<file path="src/rtl/if_pkg.sv">
// if_pkg: shared definitions for the instruction-fetch stage.
//   if_state_e   - fetch FSM state encoding
//   BUBBLE_INSTR - instruction word presented to IF/ID when no instruction is valid
//   PC_INC       - sequential PC increment
package if_pkg;

  typedef enum logic [1:0] {
    ST_FETCH = 2'd0,
    ST_HOLD  = 2'd1,
    ST_DROP  = 2'd2
  } if_state_e;

  localparam logic [31:0] BUBBLE_INSTR = 32'h0000_0000;
  localparam logic [31:0] PC_INC       = 32'd4;

endpackage

</file>
<file path="src/rtl/if_fetch_hold_buf.sv">
// if_fetch_hold_buf: one-entry {instr, pc4} register. It parks a fetched word
// that arrived while IF/ID was stalled.
//   clk_i, rst_i     - clock, async active-high reset (clears the entry)
//   i_load           - capture i_instr / i_pc4
//   i_clear          - discard the entry (takes priority over i_load)
//   i_instr, i_pc4   - word to buffer and its pc+4
//   o_instr, o_pc4   - buffered word and its pc+4
module if_fetch_hold_buf
  import if_pkg::*;
(
  input  logic        clk_i,
  input  logic        rst_i,
  input  logic        i_load,
  input  logic        i_clear,
  input  logic [31:0] i_instr,
  input  logic [31:0] i_pc4,
  output logic [31:0] o_instr,
  output logic [31:0] o_pc4
);

  logic [31:0] r_instr;
  logic [31:0] r_pc4;

  always_ff @(posedge clk_i or posedge rst_i) begin
    if (rst_i) begin
      r_instr <= BUBBLE_INSTR;
      r_pc4   <= 32'h0;
    end else if (i_clear) begin
      r_instr <= BUBBLE_INSTR;
      r_pc4   <= 32'h0;
    end else if (i_load) begin
      r_instr <= i_instr;
      r_pc4   <= i_pc4;
    end
  end

  assign o_instr = r_instr;
  assign o_pc4   = r_pc4;

endmodule

</file>
<file path="src/rtl/if_fetch.sv">
// if_fetch: instruction-fetch stage feeding the IF/ID register. It owns the PC
// and keeps a single outstanding request to a variable-latency memory.
//   RESET_PC                 - PC after reset
//   clk_i, rst_i             - clock, async active-high reset
//   pc_write_i               - 0 = hazard stall (IF/ID holds)
//   branch_i/branch_target_i - taken redirect resolved in ID
//   imem_req_o/imem_addr_o   - fetch request, held until imem_ack_i
//   imem_ack_i/imem_rdata_i  - request completion and fetched word
//   pc4_o/instr_o/if_valid_o - presented instruction (bubble = all zero)
//   fetch_stall_o            - waiting on memory
//   if_flush_o               - flush IF/ID (mirrors branch_i)
module if_fetch
  import if_pkg::*;
#(
  parameter logic [31:0] RESET_PC = 32'h0000_0000
) (
  input  logic        clk_i,
  input  logic        rst_i,
  input  logic        pc_write_i,
  input  logic        branch_i,
  input  logic [31:0] branch_target_i,
  output logic        imem_req_o,
  output logic [31:0] imem_addr_o,
  input  logic        imem_ack_i,
  input  logic [31:0] imem_rdata_i,
  output logic [31:0] pc4_o,
  output logic [31:0] instr_o,
  output logic        if_valid_o,
  output logic        fetch_stall_o,
  output logic        if_flush_o
);

  if_state_e   r_state, w_state_nxt;
  logic [31:0] r_pc, w_pc_nxt;
  // Address of a request abandoned by a branch; it must be held until its ack.
  logic [31:0] r_drop_addr, w_drop_nxt;
  logic [31:0] w_pc_inc;
  logic        w_buf_load, w_buf_clr;
  logic [31:0] w_buf_instr, w_buf_pc4;
  logic [31:0] w_instr, w_pc4;
  logic        w_valid, w_stall;

  assign w_pc_inc = r_pc + PC_INC;  // wraps modulo 2^32

  if_fetch_hold_buf u_hold_buf (
    .clk_i   (clk_i),
    .rst_i   (rst_i),
    .i_load  (w_buf_load),
    .i_clear (w_buf_clr),
    .i_instr (imem_rdata_i),
    .i_pc4   (w_pc_inc),
    .o_instr (w_buf_instr),
    .o_pc4   (w_buf_pc4)
  );

  always_ff @(posedge clk_i or posedge rst_i) begin
    if (rst_i) begin
      r_state     <= ST_FETCH;
      r_pc        <= RESET_PC;
      r_drop_addr <= 32'h0;
    end else begin
      r_state     <= w_state_nxt;
      r_pc        <= w_pc_nxt;
      r_drop_addr <= w_drop_nxt;
    end
  end

  always_comb begin
    w_state_nxt = r_state;
    w_pc_nxt    = r_pc;
    w_drop_nxt  = r_drop_addr;
    w_buf_load  = 1'b0;
    w_buf_clr   = 1'b0;
    w_instr     = BUBBLE_INSTR;
    w_pc4       = 32'h0;
    w_valid     = 1'b0;
    w_stall     = 1'b0;
    case (r_state)
      ST_FETCH: begin
        w_stall = !imem_ack_i;
        if (branch_i) begin
          // Wrong-path data is never presented; an unacked request must still
          // be completed at its original address before the target is fetched.
          w_pc_nxt = branch_target_i;
          if (!imem_ack_i) begin
            w_drop_nxt  = r_pc;
            w_state_nxt = ST_DROP;
          end
        end else if (imem_ack_i) begin
          w_pc_nxt = w_pc_inc;
          if (pc_write_i) begin
            w_instr = imem_rdata_i;
            w_pc4   = w_pc_inc;
            w_valid = 1'b1;
          end else begin
            // IF/ID is frozen this cycle, so park the word instead.
            w_buf_load  = 1'b1;
            w_state_nxt = ST_HOLD;
          end
        end
      end
      ST_HOLD: begin
        if (branch_i) begin
          w_buf_clr   = 1'b1;
          w_pc_nxt    = branch_target_i;
          w_state_nxt = ST_FETCH;
        end else begin
          w_instr = w_buf_instr;
          w_pc4   = w_buf_pc4;
          w_valid = 1'b1;
          if (pc_write_i) w_state_nxt = ST_FETCH;
        end
      end
      ST_DROP: begin
        w_stall = 1'b1;
        if (branch_i)   w_pc_nxt    = branch_target_i;
        if (imem_ack_i) w_state_nxt = ST_FETCH;
      end
      default: w_state_nxt = ST_FETCH;
    endcase
  end

  // Everything is forced low during reset, including the combinational paths.
  assign imem_req_o    = !rst_i && (r_state == ST_FETCH || r_state == ST_DROP);
  assign imem_addr_o   = rst_i ? 32'h0 : ((r_state == ST_DROP) ? r_drop_addr : r_pc);
  assign instr_o       = rst_i ? BUBBLE_INSTR : w_instr;
  assign pc4_o         = rst_i ? 32'h0 : w_pc4;
  assign if_valid_o    = !rst_i && w_valid;
  assign fetch_stall_o = !rst_i && w_stall;
  assign if_flush_o    = !rst_i && branch_i;

endmodule

</file>
<file path="config.mk">
export PLATFORM = sky130hd
export DESIGN_NAME = if_fetch
export DESIGN_NICKNAME = d
export VERILOG_FILES = /design/src/rtl/if_pkg.sv /design/src/rtl/if_fetch_hold_buf.sv /design/src/rtl/if_fetch.sv
export SDC_FILE = /design/constraint.sdc
export NUM_CORES = 1
export LEC_CHECK = 0
export CAP_MARGIN = 20
export CORE_AREA = 4 4 130 132
export CTS_CLUSTER_DIAMETER = 150
export CTS_CLUSTER_SIZE = 40
export DETAILED_ROUTE_END_ITERATION = 8
export DIE_AREA = 0 0 134 136
export HOLD_SLACK_MARGIN = 0.1
export PLACE_DENSITY = 0.76
export SLEW_MARGIN = 40
export SYNTH_ARGS = -nofsm -noshare
export SYNTH_HDL_FRONTEND = slang
export SYNTH_SLANG_ARGS = --single-unit
export TNS_END_PERCENT = 100
</file>
<file path="constraint.sdc">
create_clock -name clk_i -period 8.22 [get_ports clk_i]
set_clock_uncertainty 0.15 [all_clocks]
set_input_delay 1.644 -clock clk_i [delete_from_list [all_inputs] [get_ports clk_i]]
set_output_delay 1.644 -clock clk_i [all_outputs]
set_load 0.02 [all_outputs]
</file>
==> results.toml <==
[outcome]
status = "completed"

[min_path]
min_path_cells = 2
min_from = "u_hold_buf.o_pc4[11]"
hold_path_class = "reg -> reg"
holdPathEnd = "u_hold_buf.o_pc4[11]"

[cells_and_area]
finalInstanceArea_mm2 = 0.00964
drive_above_1_share_pct = 11.0
areaGrowthSynthToFinish_pct = 35.4
nNetsFinal = 972
regArea_mm2 = 0.00325
fillers = 1328
diodes = 0
multi_input_comb_area_mm2 = 0.00360

[synthesis]
yosysSeqAreaShare_pct = 45.7
yosys-top-cells-area = "dfrtp_1 (46%), nor2_1 (5.6%), mux2_2 (5.1%)"
synth_edf_count = 0
yosys_warnings = 0
netlist_area_mm2 = 0.00712
yosys.area.top_type = "dfrtp_1"
yosys_most_used_dff = "dfrtp_1"
ys_ff_latch = 130
synthArstFlopShare_pct = 100
synth_cell_types = 45
postSynthAreaPerCell_um2 = 9.23
syn_nets = 845
post-synth-top-count-cell = "dfrtp_1"
netlist_instances = 772
synth.top_cells.by_count = "dfrtp_1 (130), nor2_1 (106), nand2_1 (79), clkbuf_1 (59), o21ai_0 (53)"
netlist.area_leader.share_pct = 45.7

[worst_setup_path]
start_kind = "primary input"
critPathKind = "in -> out"
r2r-start = "r_pc[2]"
required_ps = 6430
critPathMaxFanout = 23
max_stage_delay_ps = 630
cp_num_buf_inv = 4
critPathArrivalTime_ps = 4210
ff2ff_path_depth = 6
r2r_slack_ps = 5240
critPathCaptureType = "output port"
crit_slowest_cell = "clkdlybuf4s50_1"
path_cells = "clkdlybuf4s50_1, buf_4, nor2b_1, and3_2, buf_4, a22oi_1, nor2_1, clkdlybuf4s50_1"
crit_family = "buffers and inverters"
r2r_end = "u_hold_buf.o_pc4[28]"

[clocking]
cts_tree = "yes"
ctsResizeCount = 0
cts_made_buffers = 17
cts_setup_buffers = 0
path_clk_slew_ps = 60
cts-root-buf = "clkbuf_16"
cts-htree-levels = 4
clock-sinks = 130
insertion_delay_ps = 420
ctsLongestPathBuffers = 2
cts-hold-fix-buffers = 0

[pwr]
combPwrFrac_pct = 40.8
p_int_w = 0.00212
switchingPower_w = 0.00134
power_frac_seq_pct = 35.4
p_clk_share_pct = 23.8
p_leak_nw = 3.84
peakVddDrop_mv = 0.196
power-per-cell-area_mw_per_mm2 = 359
switching_share_pct = 38.7

[route]
ant_nets = 0
viasPerCell = 5.62
dr.first_iter.drc_count = 766
postRouteWirelength_um = 20800
wl_per_cell_um = 18.4
first_pass_iters = 5
route.detailed.drc = 0
vias = 6334

[floorplan]
core-area_mm2 = 0.0157
io_pins = 169
initial_core_util_pct = 45.3
fp.dieArea_mm2 = 0.0182
row_count = 46
die_h_um = 136
die_w_um = 134

[global_routing]
grt_pass1_wl_um = 32800
grt_max_degree = 85
grt_usage_pct = 22.7
grt-ovfl-total = 0
antenna_found_initial = 0
grt_pass1_vias = 6285

[timing]
fin_ws_ps = 2220
rsz0062_at_grt = "no"
fin_crit_ps = 6000
period_share_pct = 73.0
slew_headroom_pct = 44.3
finalHoldViolations = 0
finalSetupTns_ps = 0
finalSetupViolations = 0
tightestPinTransition_ps = 833
fmax_mhz = 167
slew_violations = 0

[placed_design]
place_ws_ps = 1960
place.gp.congestion = 0.820
place_hpwl_um = 14400
portBuffers = 168
place_area_mm2 = 0.00900

[run]
cap_violations = 0
cells in the final DEF, fill, tap and decap left out, drive strengths merged, types with 7 or more instances in the layout:
| cell type | Yosys | routed |
|---|---|---|
| mux2 | 32 | 32 |
| clkdlybuf4s50 | 0 | 168 |
| xnor2 | 9 | 9 |
| o22ai | 18 | 18 |
| a31oi | 8 | 8 |
| a22oi | 41 | 41 |
| o21ai | 59 | 59 |
| a22o | 39 | 39 |
| clkinv | 0 | 7 |
| nand2 | 79 | 79 |
| a2bb2oi | 14 | 14 |
| nand3 | 15 | 15 |
| clkbuf | 61 | 18 |
| buf | 15 | 15 |
| dfrtp | 130 | 130 |
| xor2 | 19 | 19 |
| mux2i | 34 | 34 |
| nand4 | 12 | 12 |
| a21oi | 26 | 26 |
| nor2 | 106 | 106 |
area by class of cell:
type	instances	share of cell area, %
timing repair buffer	184	19.2
sequential	130	33.7
clock inverter	15	2.23
tap	216	2.80
inverter	6	0.272
clock buffer	17	4.41
multi-input combinational	560	37.4
layer usage:
metal  global-route usage (%)  vias up  part of all wire (%)
met5                        0        -                     0
met4                     8.80        0                   2.8
met3                     5.26       40                   6.5
met2                     33.7      233                    46
met1                     32.1     3051                    45
li1                         -     3010                     -
registers in the layout (all words and copies together), names as in the netlist:
signal / count
u_hold_buf.o_instr: 32
u_hold_buf.o_pc4: 32
r_drop_addr: 32
r_pc: 32
r_state: 2
worst reg2reg max path, stage by stage (launching register included):
cell and delay [ps]:
dfrtp_1 510, ha_1 350, nand4_1 280, nor3_1 640, nand4_1 320, xor2_1 430
o21ai_0 150
worst max-delay path by stage:
stage             start           to  slack (ps)  depth (start not counted)
2_1_floorplan     rst_i    pc4_o[24]         970                          6
3_3_place_gp   branch_i  instr_o[16]        1990                          7
3_5_place_dp   branch_i  instr_o[26]        1960                          8
4_1_cts        branch_i  instr_o[26]        1940                          8
5_1_grt        branch_i  instr_o[22]        2000                          8
6_report       branch_i  instr_o[22]        2220                          8
per-stage QoR:
stage,util (%),hold slack (ps),cells,total power [W]
2_1_floorplan,-,300,772,0.00212
3_3_place_gp,56.6,310,1091,0.00255
3_5_place_dp,57.3,320,1096,0.00262
4_1_cts,61.4,332,1128,0.00346
5_1_grt,61.4,360,1128,0.00367
6_report,61.4,328,1128,0.00346
logic make-up after synthesis:
logic type	count (synthesis)	share of synthesized area, %
and+or+nand+nor	244	15.2
AOI/OAI and AO/OA	218	20.6
DFF	130	45.7
buffers and inverters	82	4.53
muxes	66	9.84
xor gates and xnor gates	28	3.44
adders and majority gates	4	0.703
power groups by stage:
stage | Sequential [W] | Clock, W | Combinational (W)
6_report | 0.00123 | 0.000825 | 0.00141
5_1_grt | 0.00126 | 0.000864 | 0.00154
4_1_cts | 0.00122 | 0.000834 | 0.00141
3_5_place_dp | 0.00122 | 0 | 0.00140
3_3_place_gp | 0.00121 | 0 | 0.00134
2_1_floorplan | 0.00107 | 0 | 0.00105
(Power assumes the default switching activity.)
==> RTL change 1, RTL diff (same flow settings) <==
Add an input register stage for `branch_target_i`; this delays it by one clock. The other inputs are not delayed to match.
--- a/src/rtl/if_fetch.sv
+++ b/src/rtl/if_fetch.sv
@@ -31,2 +31,8 @@
 );
+
+  logic [31:0] branch_target_q;
+
+  always_ff @(posedge clk_i) begin
+    branch_target_q <= branch_target_i;
+  end
 
@@ -83,3 +89,3 @@
           // be completed at its original address before the target is fetched.
-          w_pc_nxt = branch_target_i;
+          w_pc_nxt = branch_target_q;
           if (!imem_ack_i) begin
@@ -104,3 +110,3 @@
           w_buf_clr   = 1'b1;
-          w_pc_nxt    = branch_target_i;
+          w_pc_nxt    = branch_target_q;
           w_state_nxt = ST_FETCH;
@@ -115,3 +121,3 @@
         w_stall = 1'b1;
-        if (branch_i)   w_pc_nxt    = branch_target_i;
+        if (branch_i)   w_pc_nxt    = branch_target_q;
         if (imem_ack_i) w_state_nxt = ST_FETCH;
Formal check against the unedited RTL: not equivalent (Yosys sat finds a counterexample within 4 cycles, from zero or initial values and one cycle with rst_i high).
==> RTL change 1 against the original RTL <==
  * Sequential share of layout area rose by 4.0 points
  * Design area up 7.0%
  * Worst setup slack worse by 0.77 ns
  * Sequential cell count increased by 32
  * Non-clock buffer count shrank 3
  * Power grew 7.0%
  * Count of clock-buffer cells in the layout increased by 8
  * Wire length rose by 3.5%
  * Area after synthesis is 11% higher
  * Sequential power grew 13%
  * Combinational power grew 6%
==> RTL change 1: results (changes against the original RTL) <==
Outcome
  • Status: finished clean (unchanged)

Cells and area
  • Non-clk bufs: 181 (was 184)
  • Inverter count: 4 (was 6)
  • Register area: 0.00389 mm^2 (was 0.00325 mm^2)
  • # clk buffers: 25 (was 17)
  • Finished Layout Cells: 1,168 (was 1,128)
  • Layout cells sized above 1: 0.103 (was 0.110)
  • Sequential cell area share: 0.377 (was 0.337)
  • # fillers: 1,261 (was 1,328)
  • Nets: 1,012 (was 972)

Synthesis
  • FFs w/ async S/R, synth: 0.802 (was 1.00)
  • Synthesized net count: 889 (was 845)
  • Synthesized area per cell: 9.70 um^2 (was 9.23 um^2)
  • Cell area after synthesis: 0.00792 mm^2 (was 0.00712 mm^2)
  • Cell variety after synth: 52 (was 45)
  • Leading post-synthesis cells by instance count: dfrtp_1 (130), nor2_1 (96), nand2_1 (87) (was dfrtp_1 (130), nor2_1 (106), nand2_1 (79))

Pwr
  • Clock group total power: 0.813 mW (was 0.825 mW)
  • Sequential Power Share: 0.375 (was 0.354)
  • P_sw: 1.43 mW (was 1.34 mW)
  • VDD IR max: 190 uV (was 196 uV)
  • Leak: 4.10 nW (was 3.84 nW)

Drt
  • Detailed router's first-iteration violation count: 563 (was 766)
  • Final WL: 21,500 um (was 20,800 um)
  • Via Count: 6,661 (was 6,334)

Hold path
  • Min-Delay Path Depth: 1 (was 2)
  • Hold EP: r_pc[1]$_DFFE_PP0P_ (was u_hold_buf.o_pc4[11]$_DFFE_PP0P_)
  • Hold path start: branch_target_q[1]$_DFF_P_ (was u_hold_buf.o_pc4[11]$_DFFE_PP0P_)

GRT
  • Global-route wire length before repair: 33,900 um (was 32,800 um)
  • Vias in the first global route: 6,277 (was 6,285)
  • GRT Util Overall: 0.235 (was 0.227)
  • Pin count of the biggest net entering global routing: 77 (was 85)

Critical path
  • Critical Path Fanout Max: 39 (was 23)
  • Critical path arrival: 4.98 ns (was 4.21 ns)
  • Crit Reg-Reg Startpoint: r_state[0]$_DFFE_PP0P_ (was r_pc[2]$_DFFE_PP0P_)
  • R2R depth: 7 (was 6)

Place
  • Cells after DPL: 1,136 (was 1,096)
  • Pre-CTS WS: 1.45 ns (was 1.96 ns)
  • Hpwl dp: 14,700 um (was 14,400 um)
  • Dpl cell area: 0.00970 mm^2 (was 0.00900 mm^2)

Timing
  • Hold Slack: 0.315 ns (was 0.328 ns)
RTL change 1: routing by layer:
metal,vias up,GRT usage,part of all wire
met4,0,0.0503,0.010
met2,268,0.377,0.47
met5,-,0,0
met3,20,0.0548,0.074
met1,3230,0.328,0.44
li1,3143,-,-
RTL change 1: cells by family after synthesis:
group,Yosys count,share of synthesized area
buffers and inverters,81,0.0454
AO/OA/AOI/OAI,217,0.180
multiplexers,71,0.0958
AND/OR/NAND/NOR,253,0.150
adder cells (fa/ha/maj),4,0.00632
XOR/XNOR,28,0.0310
flip-flops,162,0.492
RTL change 1: worst max-delay path by stage:
stage / end / start / slack [ns]
after floorplan: instr_o[0] / rst_i / 0.74
after global placement: pc4_o[24] / branch_i / 1.52
after detailed placement: pc4_o[30] / branch_i / 1.45
after CTS: pc4_o[25] / branch_i / 1.45
after global routing: pc4_o[30] / branch_i / 1.12
final: pc4_o[30] / branch_i / 1.45
==> RTL change 2, RTL diff (config.mk and constraints unchanged) <==
Made on the original files. Re-encode `if_state_e` (3 states) as one-hot, 3 bits wide.
--- a/src/rtl/if_pkg.sv
+++ b/src/rtl/if_pkg.sv
@@ -6,6 +6,6 @@
 
-  typedef enum logic [1:0] {
-    ST_FETCH = 2'd0,
-    ST_HOLD  = 2'd1,
-    ST_DROP  = 2'd2
+  typedef enum logic [2:0] {
+    ST_FETCH = 3'b001,
+    ST_HOLD  = 3'b010,
+    ST_DROP  = 3'b100
   } if_state_e;
Behaviour: same outputs for any inputs over 4 cycles, from zero or initial values and one cycle with rst_i high; so few cycles prove little.
==> RTL change 2 against the original RTL <==
  * Design area about the same
  * Power down 25%
  * Non-clock buffer count shrank 2
  * Sequential share of layout area up 0.25 points
  * Sequential cell count up 1
  * Clock power fell by 10%
  * Synthesized cell count up 3.8%
  * Worst setup slack got worse by 0.93 ns
  * Via count rose by 5.7%
  * Combinational power fell by 47%
  * Area after synthesis is 2.8% higher
  * Wire length grew 4.4%
  * Critical path type unchanged
  * Critical endpoint is now pc4_o[23]
  * Largest power group is now sequential cells
  * Highest routed layer unchanged
==> RTL change 2: results (changes against the original RTL) <==
Outcome
  • Status: finished clean (unchanged)

Drt
  • Post-DR vias/cell: 5.82 (was 5.62)
  • M1 wire length: 9680 um (was 9280 um)
  • Detailed router's first-iteration violation count: 631 (was 766)
  • DR WL/cell: 18.8 um (was 18.4 um)

Timing
  • Hold Slack: 0.336 ns (was 0.328 ns)
  • Least-Margin Pin Slew: 0.777 ns (was 0.833 ns)

Critical path
  • Critical path arrival: 5.14 ns (was 4.21 ns)
  • R2R Setup Slk: 5.65 ns (was 5.24 ns)
  • Critical Path Max Stage Delay: 0.67 ns (was 0.63 ns)
  • Critical Path Fanout Max: 43 (was 23)

Place
  • Pre-CTS WS: 1.27 ns (was 1.96 ns)
  • Dpl cell area: 0.00906 mm^2 (was 0.00900 mm^2)
  • Cells after DPL: 1,117 (was 1,096)

Cells and area
  • Finished Layout Cells: 1,150 (was 1,128)
  • Sequential cell area share: 0.340 (was 0.337)
  • Nets: 991 (was 972)
  • Layout cells sized above 1: 0.104 (was 0.110)
  • Inverter count: 4 (was 6)
  • # fillers: 1,351 (was 1,328)
  • Layout clock area frac: 0.0593 (was 0.0664)
  • Area Growth Syn to Fin: 31.7% (was 35.4%)

Synthesis
  • Sequential share of the synthesized area: 0.448 (was 0.457)
  • Post-Synth XOR/XNOR Area: 0.0359 (was 0.0344)
  • Number of synthesized register bits: 131 (was 130)
  • Synth area leaders: dfrtp_1 (44%), nand2_1 (6.3%), a22o_1 (4.8%) (was dfrtp_1 (46%), nor2_1 (5.6%), mux2_2 (5.1%))
  • Post-synthesis adder-cell area fraction: 0.00171 (was 0.00703)
  • Compound-Gate Fraction of Synth Area: 0.242 (was 0.206)
  • Multiplexer share of the synthesized area: 0.0504 (was 0.0984)
  • Synthesized net count: 871 (was 845)

GRT
  • Vias in the first global route: 6,531 (was 6,285)
  • Global-route wire length before repair: 34,900 um (was 32,800 um)
[RTL change 2: cell types whose count changed in the layout (fill, tap and decap cells not counted), sizes merged, moves of 20 or more]
| cell | delta |
|---|---|
| a21oi | +41 |
| nand2 | +44 |
| o2bb2ai | +26 |
| nor2 | -43 |
| o21ai | -20 |
| mux2i | -32 |
[RTL change 2: final timing paths]
check	to	from	depth (start not counted)
min reg2reg	u_hold_buf.o_pc4[14]$_DFFE_PP0P_	u_hold_buf.o_pc4[14]$_DFFE_PP0P_	1
max reg2reg	r_drop_addr[8]$_DFFE_PP0P_	r_state[2]$_DFFE_PP0P_	3
min	u_hold_buf.o_pc4[14]$_DFFE_PP0P_	u_hold_buf.o_pc4[14]$_DFFE_PP0P_	1
max in group asynchronous	u_hold_buf.o_pc4[16]$_DFFE_PP0P_	rst_i	4
min in group asynchronous	r_drop_addr[30]$_DFFE_PP0P_	rst_i	3
max	pc4_o[23]	branch_i	8
[RTL change 2: power by group through the flow]
stage	clock network (mW)	registers [mW]	logic [mW]
global route	0.784	1.15	0.820
detailed placement	0	1.11	0.746
finish	0.742	1.11	0.750
global placement	0	1.10	0.724
CTS	0.751	1.11	0.755
floorplan	0	1.02	0.588
[RTL change 2: cell families after synthesis]
| family | after synthesis |
|---|---|
| AO/OA/AOI/OAI | 260 |
| XOR/XNOR | 30 |
| adder cells (fa/ha/maj) | 1 |
| buffers and inverters | 85 |
| flip-flops | 131 |
| multiplexers | 33 |
| AND/OR/NAND/NOR | 261 |
[RTL change 2: worst register-to-register path: stages (launching register included)]
cell     delay [ns]
dfrtp_1        0.63
or4_1          0.98
buf_4          0.38
mux2_2         0.32
[RTL change 2: metal layers]
metal  vias up  GRT usage
met5         -          0
met4         0     0.0743
met3        29     0.0481
met2       233      0.373
met1      3282      0.341
li1       3149          -
